## config.mk

```make
export PLATFORM = sky130hd
export DESIGN_NAME = pwm_carrier_event_gen_flat
export DESIGN_NICKNAME = d
export VERILOG_FILES = /design/src/rtl/pwm_carrier_event_gen_if.sv /design/src/rtl/pwm_carrier_event_gen.sv /design/src/flat_wrapper.sv
export SDC_FILE = /design/constraint.sdc
export NUM_CORES = 1
export LEC_CHECK = 0
export ABC_AREA = 1
export CAP_MARGIN = 20
export CORE_MARGIN = 2
export CORE_UTILIZATION = 50
export CTS_BUF_LIST = sky130_fd_sc_hd__clkbuf_16
export DETAILED_ROUTE_END_ITERATION = 10
export MAX_ROUTING_LAYER = met4
export PLACE_DENSITY = 0.79
export REMOVE_ABC_BUFFERS = 1
export SLEW_MARGIN = 15
export SYNTH_ARGS = -nofsm -noshare
export SYNTH_HDL_FRONTEND = slang
export SYNTH_SLANG_ARGS = --single-unit
```

## constraint.sdc

```tcl
create_clock -name clk -period 5 [get_ports clk]
set_input_delay 0.75 -clock clk [delete_from_list [all_inputs] [get_ports clk]]
set_output_delay 0.75 -clock clk [all_outputs]
set_load 0.01 [all_outputs]
```

## src/rtl/pwm_carrier_event_gen_if.sv

```systemverilog
// Configuration and status bundle between the PWM register file / channel logic
// and the carrier event generator.
interface pwm_carrier_event_gen_if #(
  parameter int CNT_W = 16,
  parameter int PSC_W = 4
);
  logic             pwm_on;
  logic [1:0]       carrier_mode;
  logic [CNT_W-1:0] period;
  logic [1:0]       mask_sel;
  logic [PSC_W-1:0] mask_prescale;
  logic [CNT_W-1:0] count_out;
  logic             count_dir;
  logic             zero_event;
  logic             period_event;
  logic             mask_event;

  modport master (
    output pwm_on, carrier_mode, period, mask_sel, mask_prescale,
    input  count_out, count_dir, zero_event, period_event, mask_event
  );

  modport slave (
    input  pwm_on, carrier_mode, period, mask_sel, mask_prescale,
    output count_out, count_dir, zero_event, period_event, mask_event
  );
endinterface

```

## src/rtl/pwm_carrier_event_gen.sv

```systemverilog
// PWM carrier counter with zero/period boundary flags and a prescaled
// mask_event strobe that times shadow-register loads in each PWM channel.
module pwm_carrier_event_gen #(
  parameter int CNT_W = 16,
  parameter int PSC_W = 4
) (
  input  logic                   clk,
  input  logic                   reset,
  pwm_carrier_event_gen_if.slave bus
);

  typedef enum logic [1:0] {
    MODE_UP     = 2'b00,
    MODE_DOWN   = 2'b01,
    MODE_UPDOWN = 2'b10,
    MODE_HOLD   = 2'b11
  } mode_e;

  mode_e            mode;
  logic [CNT_W-1:0] count_q, count_d, start_cnt;
  logic [CNT_W:0]   cnt_inc;
  logic             dir_q, dir_d, start_dir;
  logic             run_q, run_d;
  logic             zero_q, zero_d;
  logic             per_q, per_d;
  logic             mask_q, mask_d;
  logic [PSC_W-1:0] psc_q, psc_d;
  logic             qual;

  assign mode      = mode_e'(bus.carrier_mode);
  assign start_cnt = (mode == MODE_DOWN) ? bus.period : '0;
  assign start_dir = (mode != MODE_DOWN);
  // One extra bit so count+1 is compared against period without wrapping.
  assign cnt_inc   = {1'b0, count_q} + (CNT_W + 1)'(1);

  always_comb begin
    // NOTE: every combinational output gets a default first so no path can infer a latch.
    count_d = count_q;
    dir_d   = dir_q;
    psc_d   = psc_q;
    run_d   = bus.pwm_on;
    zero_d  = 1'b0;
    per_d   = 1'b0;
    mask_d  = 1'b0;
    qual    = 1'b0;

    if (!bus.pwm_on) begin
      count_d = start_cnt;
      dir_d   = start_dir;
      psc_d   = '0;
    end else if (mode != MODE_HOLD) begin
      if (!run_q) begin
        // First running cycle re-presents the start value so its events fire.
        count_d = start_cnt;
        dir_d   = start_dir;
      end else begin
        case (mode)
          MODE_UP: begin
            dir_d   = 1'b1;
            count_d = (count_q >= bus.period) ? '0 : cnt_inc[CNT_W-1:0];
          end
          MODE_DOWN: begin
            dir_d   = 1'b0;
            count_d = (count_q == '0) ? bus.period : count_q - CNT_W'(1);
          end
          MODE_UPDOWN: begin
            if (dir_q) begin
              if (cnt_inc >= {1'b0, bus.period}) begin
                count_d = bus.period;
                dir_d   = 1'b0;
              end else begin
                count_d = cnt_inc[CNT_W-1:0];
              end
            end else if (count_q <= CNT_W'(1)) begin
              count_d = '0;
              dir_d   = 1'b1;
            end else begin
              count_d = count_q - CNT_W'(1);
            end
          end
          default: ;
        endcase
      end

      zero_d = (count_d == '0);
      per_d  = (count_d == bus.period);
      qual   = (bus.mask_sel[0] && zero_d) || (bus.mask_sel[1] && per_d);
      if (qual) begin
        // >= so a prescale lowered below the current count still fires.
        if (psc_q >= bus.mask_prescale) begin
          mask_d = 1'b1;
          psc_d  = '0;
        end else begin
          psc_d  = psc_q + PSC_W'(1);
        end
      end
    end
  end

  // NOTE: state registers use non-blocking assignments so all flops update together.
  always_ff @(posedge clk or posedge reset) begin
    if (reset) begin
      count_q <= '0;
      dir_q   <= 1'b1;
      run_q   <= 1'b0;
      zero_q  <= 1'b0;
      per_q   <= 1'b0;
      mask_q  <= 1'b0;
      psc_q   <= '0;
    end else begin
      count_q <= count_d;
      dir_q   <= dir_d;
      run_q   <= run_d;
      zero_q  <= zero_d;
      per_q   <= per_d;
      mask_q  <= mask_d;
      psc_q   <= psc_d;
    end
  end

  assign bus.count_out    = count_q;
  assign bus.count_dir    = dir_q;
  assign bus.zero_event   = zero_q;
  assign bus.period_event = per_q;
  assign bus.mask_event   = mask_q;

endmodule

```

## src/flat_wrapper.sv

```systemverilog
// flat-port wrapper written by rule: the top's interface ports become plain ports
module pwm_carrier_event_gen_flat 
#(
  parameter int CNT_W = 16,
  parameter int PSC_W = 4
)
  (clk, reset, bus_pwm_on, bus_carrier_mode, bus_period, bus_mask_sel, bus_mask_prescale, bus_count_out, bus_count_dir, bus_zero_event, bus_period_event, bus_mask_event);
  pwm_carrier_event_gen_if #(.CNT_W(CNT_W), .PSC_W(PSC_W)) bus_i ();
  input  logic clk;
  input  logic reset;
  input wire logic [$bits(bus_i.pwm_on)-1:0] bus_pwm_on;
  input wire logic [$bits(bus_i.carrier_mode)-1:0] bus_carrier_mode;
  input wire logic [$bits(bus_i.period)-1:0] bus_period;
  input wire logic [$bits(bus_i.mask_sel)-1:0] bus_mask_sel;
  input wire logic [$bits(bus_i.mask_prescale)-1:0] bus_mask_prescale;
  output wire logic [$bits(bus_i.count_out)-1:0] bus_count_out;
  output wire logic [$bits(bus_i.count_dir)-1:0] bus_count_dir;
  output wire logic [$bits(bus_i.zero_event)-1:0] bus_zero_event;
  output wire logic [$bits(bus_i.period_event)-1:0] bus_period_event;
  output wire logic [$bits(bus_i.mask_event)-1:0] bus_mask_event;
  assign bus_i.pwm_on = bus_pwm_on;
  assign bus_i.carrier_mode = bus_carrier_mode;
  assign bus_i.period = bus_period;
  assign bus_i.mask_sel = bus_mask_sel;
  assign bus_i.mask_prescale = bus_mask_prescale;
  assign bus_count_out = bus_i.count_out;
  assign bus_count_dir = bus_i.count_dir;
  assign bus_zero_event = bus_i.zero_event;
  assign bus_period_event = bus_i.period_event;
  assign bus_mask_event = bus_i.mask_event;
  pwm_carrier_event_gen #(.CNT_W(CNT_W), .PSC_W(PSC_W)) u_core (.clk(clk), .reset(reset), .bus(bus_i));
endmodule
```

==> summary.md <==
| Metric | Value |
|---|---|
| Max stage delay cell, worst path | `dfrtp_1` |
| Num ports | `47` |
| CP max stage delay | `0.48 ns` |
| Input/output buffers | `46` |
| DRT iter0 DRCs | `around 550` |
| Clock network fraction of total power | `a little under 20%` |
| Final setup margin | `0.4351 ns` |
| Top cell by count, worst path | `nand2_1` |
| Tmin final | `4.565 ns` |
| Actual slew at the worst max-slew pin | `1.123 ns` |
| Initial DRT Pass Iterations | `5` |
| Grt ovf | `0` |
| Worst Path Class, Setup | `flop to flop` |
| Top delay family on crit path | `simple AND/OR/NAND/NOR gates` |
| Cell count along the critical path | `29` |
| First-pass GRT wire length | `27,140 µm` |
| CP bufs+invs | `1` |
| Site row count | `35` |
| Pre-CTS setup slack | `0.3841 ns` |
| CTS tree | `built` |
| Via count | `roughly 5,800` |
| Synth Register Bits | `25` |
| Cts hold-fix bufs | `0` |
| Lkg Pwr | `approximately 2.7 nW` |
| Vias per inst | `6.157` |
| Sequential Power Share | `24.6%` |
| Power Density | `~200 nW/µm²` |
| Hold Vio Cnt, Final | `0` |
| CTS Buf Count | `3` |
| CTS Buffer Depth | `2` |
| Die height | `100.9 µm` |
| Syn Area/Cell | `5.910 µm²` |
| Max Clock Freq | `0.2191 GHz` |
| Final period utilization | `91.30%` |
| Clk_skew | `0.01463 ns` |
| Tot GR Track Use | `roughly a third` |
| Layout Nets | `897` |
| Worst-path fanout max | `18` |
| Diodes inserted | `0` |
| Endpoints failing setup | `0` |
| Largest net degree at the start of global routing | `34` |
| Wire per inst | `~18 µm` |
| Non-Filler Cell Area, Final | `around 5300 µm²` |
| Initial antenna violation count | `0` |
| Core ar. | `9196 µm²` |
| RD Place Congestion | `roughly 1.1` |
| H-tree Lvls | `1` |
| Mapped cell area | `~4700 µm²` |
| Synth warn | `0` |
| Gate power share | `55.7%` |
| Dpl hpwl | `12,570 µm` |
| Final max-slew violation count | `0` |
| Internal power | `0.5424 mW` |
| Root buf cell | `clkbuf_16` |
| Reg clk slew, reported paths | `0.08 ns` |
| CP Launch Type | `flop` |
| Max transition margin | `25.06%` |
| Clk_lat worst skew | `approximately 0.28 ns` |
| Total clock sinks | `25` |
| Vias in the first global route | `~5,400` |
| Crit. End Element | `flop` |
| Die ar. | `10,190 µm²` |
| Max cap viols | `0` |
| Hold Path Class | `flop to flop` |
| DP Area | `5248 µm²` |
| Unique masters post-synth | `42` |
| Post_cts resized | `0` |
| Max IR drop VDD | `around 0.00019 V` |
| DR DRC count | `0` |
| Register area share after synthesis | `13.34%` |
| Final wirelength | `16,890 µm` |
| Final ANT Viol Nets | `0` |
| Arr. time, crit path | `roughly 4.7 ns` |
| Status | `completed` |
| Switching power total | `~0.53 mW` |
| Reg2Reg Depth | `29` |
| Initial core utilization | `51.09%` |
| WP data required | `about 5.2 ns` |
| Switching Share | `49.34%` |
| RSZ-0062 raised after global routing | `no` |
| WHS Path Cells | `2` |
| Synth Instances | `a little under 800` |
| R2R setup slack | `0.44 ns` |
| Area Growth Syn to Fin | `13.45%` |
| Die Width | `100.9 µm` |
| Ratio of cells with drive above 1 in the final layout | `between 8 and 9%` |
| Setup tns final | `0 ns` |
| Postcts setup bufs | `0` |
| Final core utilization | `57.96%` |
## kinds of logic (layout without fill, tap and decap cells)
family | after synthesis | count (layout) | synth area share, %
AO/OA/AOI/OAI | 109 | 109 | 13.05
buffers and inverters | 116 | 150 | 10.41
flip-flops | 25 | 25 | 13.34
XOR/XNOR | 20 | 20 | 3.728
adder cells (fa/ha/maj) | 40 | 40 | 10.65
AND/OR/NAND/NOR | 485 | 485 | 48.81
## sequential cells by signal (all words and copies together), names as in the netlist
register                 count
u_core.bus.mask_event        1
u_core.psc_q                 4
u_core.run_q                 1
u_core.bus.count_dir         1
u_core.bus.period_event      1
u_core.bus.zero_event        1
u_core.bus.count_out        16
## power by group through the flow
stage                     Combinational (mW)  Sequential [mW]  Clock (mW)
after floorplan                        0.381            0.261           0
after global placement                 0.562            0.265           0
after detailed placement               0.579            0.266           0
after CTS                              0.582            0.262       0.212
after global routing                   0.660            0.266       0.221
final                                  0.596            0.264       0.211
## layout make-up
cell class	instances	area [µm²]
Clock buffer	3	75.07
Clock inverter	1	7.507
Fill cell	924	3866
Inverter	89	334.1
Multi-Input combinational cell	654	3585
Sequential cell	25	626.9
Tap cell	111	138.9
Timing Repair Buffer	57	563.0
## worst min-delay path, delay by kind of cell, from the launching register on
family	cells	cell delay, ns
simple gates	2	0.14
flops	1	0.40
## Yosys cell counts (all sizes together)
cell / number / area share (%)
nor2: 107 / 10
nand3: 139 / 16
a21o: 1 / 0.16
nand2: 212 / 18
dfstp: 1 / 0.56
o31ai: 1 / 0.16
dfrtp: 24 / 13
a31oi: 3 / 0.40
ha: 40 / 11
nand3b: 3 / 0.75
xnor2: 1 / 0.19
clkinv: 2 / 0.16
clkbuf: 12 / 0.96
inv: 87 / 7.0
a22oi: 16 / 2.6
a21oi: 58 / 6.3
o311ai: 1 / 0.19
nand4: 13 / 2.1
buf: 15 / 2.3
o211ai: 3 / 0.48
and3: 3 / 0.40
xor2: 19 / 3.5
and2: 2 / 0.27
o21ai: 26 / 2.8
nor3: 6 / 0.88
## through the flow
step           power, mW  cells  hold WS, ns
2_1_floorplan     0.6419    768       0.5134
3_3_place_gp      0.8272    935       0.5374
3_5_place_dp      0.8455    936       0.5544
4_1_cts            1.057    940       0.5753
5_1_grt            1.147    940       0.6170
6_report           1.071    940       0.5740
## placed cells by master (no fill, tap or decap), types with 13 or more instances in the layout
master,n
ha_1,40
clkdlybuf4s50_1,46
o21ai_0,13
inv_1,82
nand3_1,127
nand2_1,196
dfrtp_1,24
nand2_2,13
nor2_1,91
a21oi_1,57
xor2_1,19
a22oi_1,16
## per-layer routing
layer	track usage, %	wire length (µm)
met3	5.895	1692
met5	-	0
met2	55.18	7685
met4	16.53	816
met1	42.62	6699
## path summary, 6_finish.rpt
| path | startpoint | to |
|---|---|---|
| max reg2reg | u_core.bus.count_out[1]$_DFFE_PP0P_ | u_core.psc_q[1]$_DFFE_PP0P_ |
| max | u_core.bus.count_out[1]$_DFFE_PP0P_ | u_core.psc_q[1]$_DFFE_PP0P_ |
| max in group asynchronous | reset | u_core.bus.count_dir$_DFFE_PP1P_ |
| min in group asynchronous | reset | u_core.bus.count_out[11]$_DFFE_PP0P_ |
| min reg2reg | u_core.psc_q[0]$_DFFE_PP0P_ | u_core.psc_q[0]$_DFFE_PP0P_ |
| min | u_core.psc_q[0]$_DFFE_PP0P_ | u_core.psc_q[0]$_DFFE_PP0P_ |
Power figures use the tool's default switching activity.
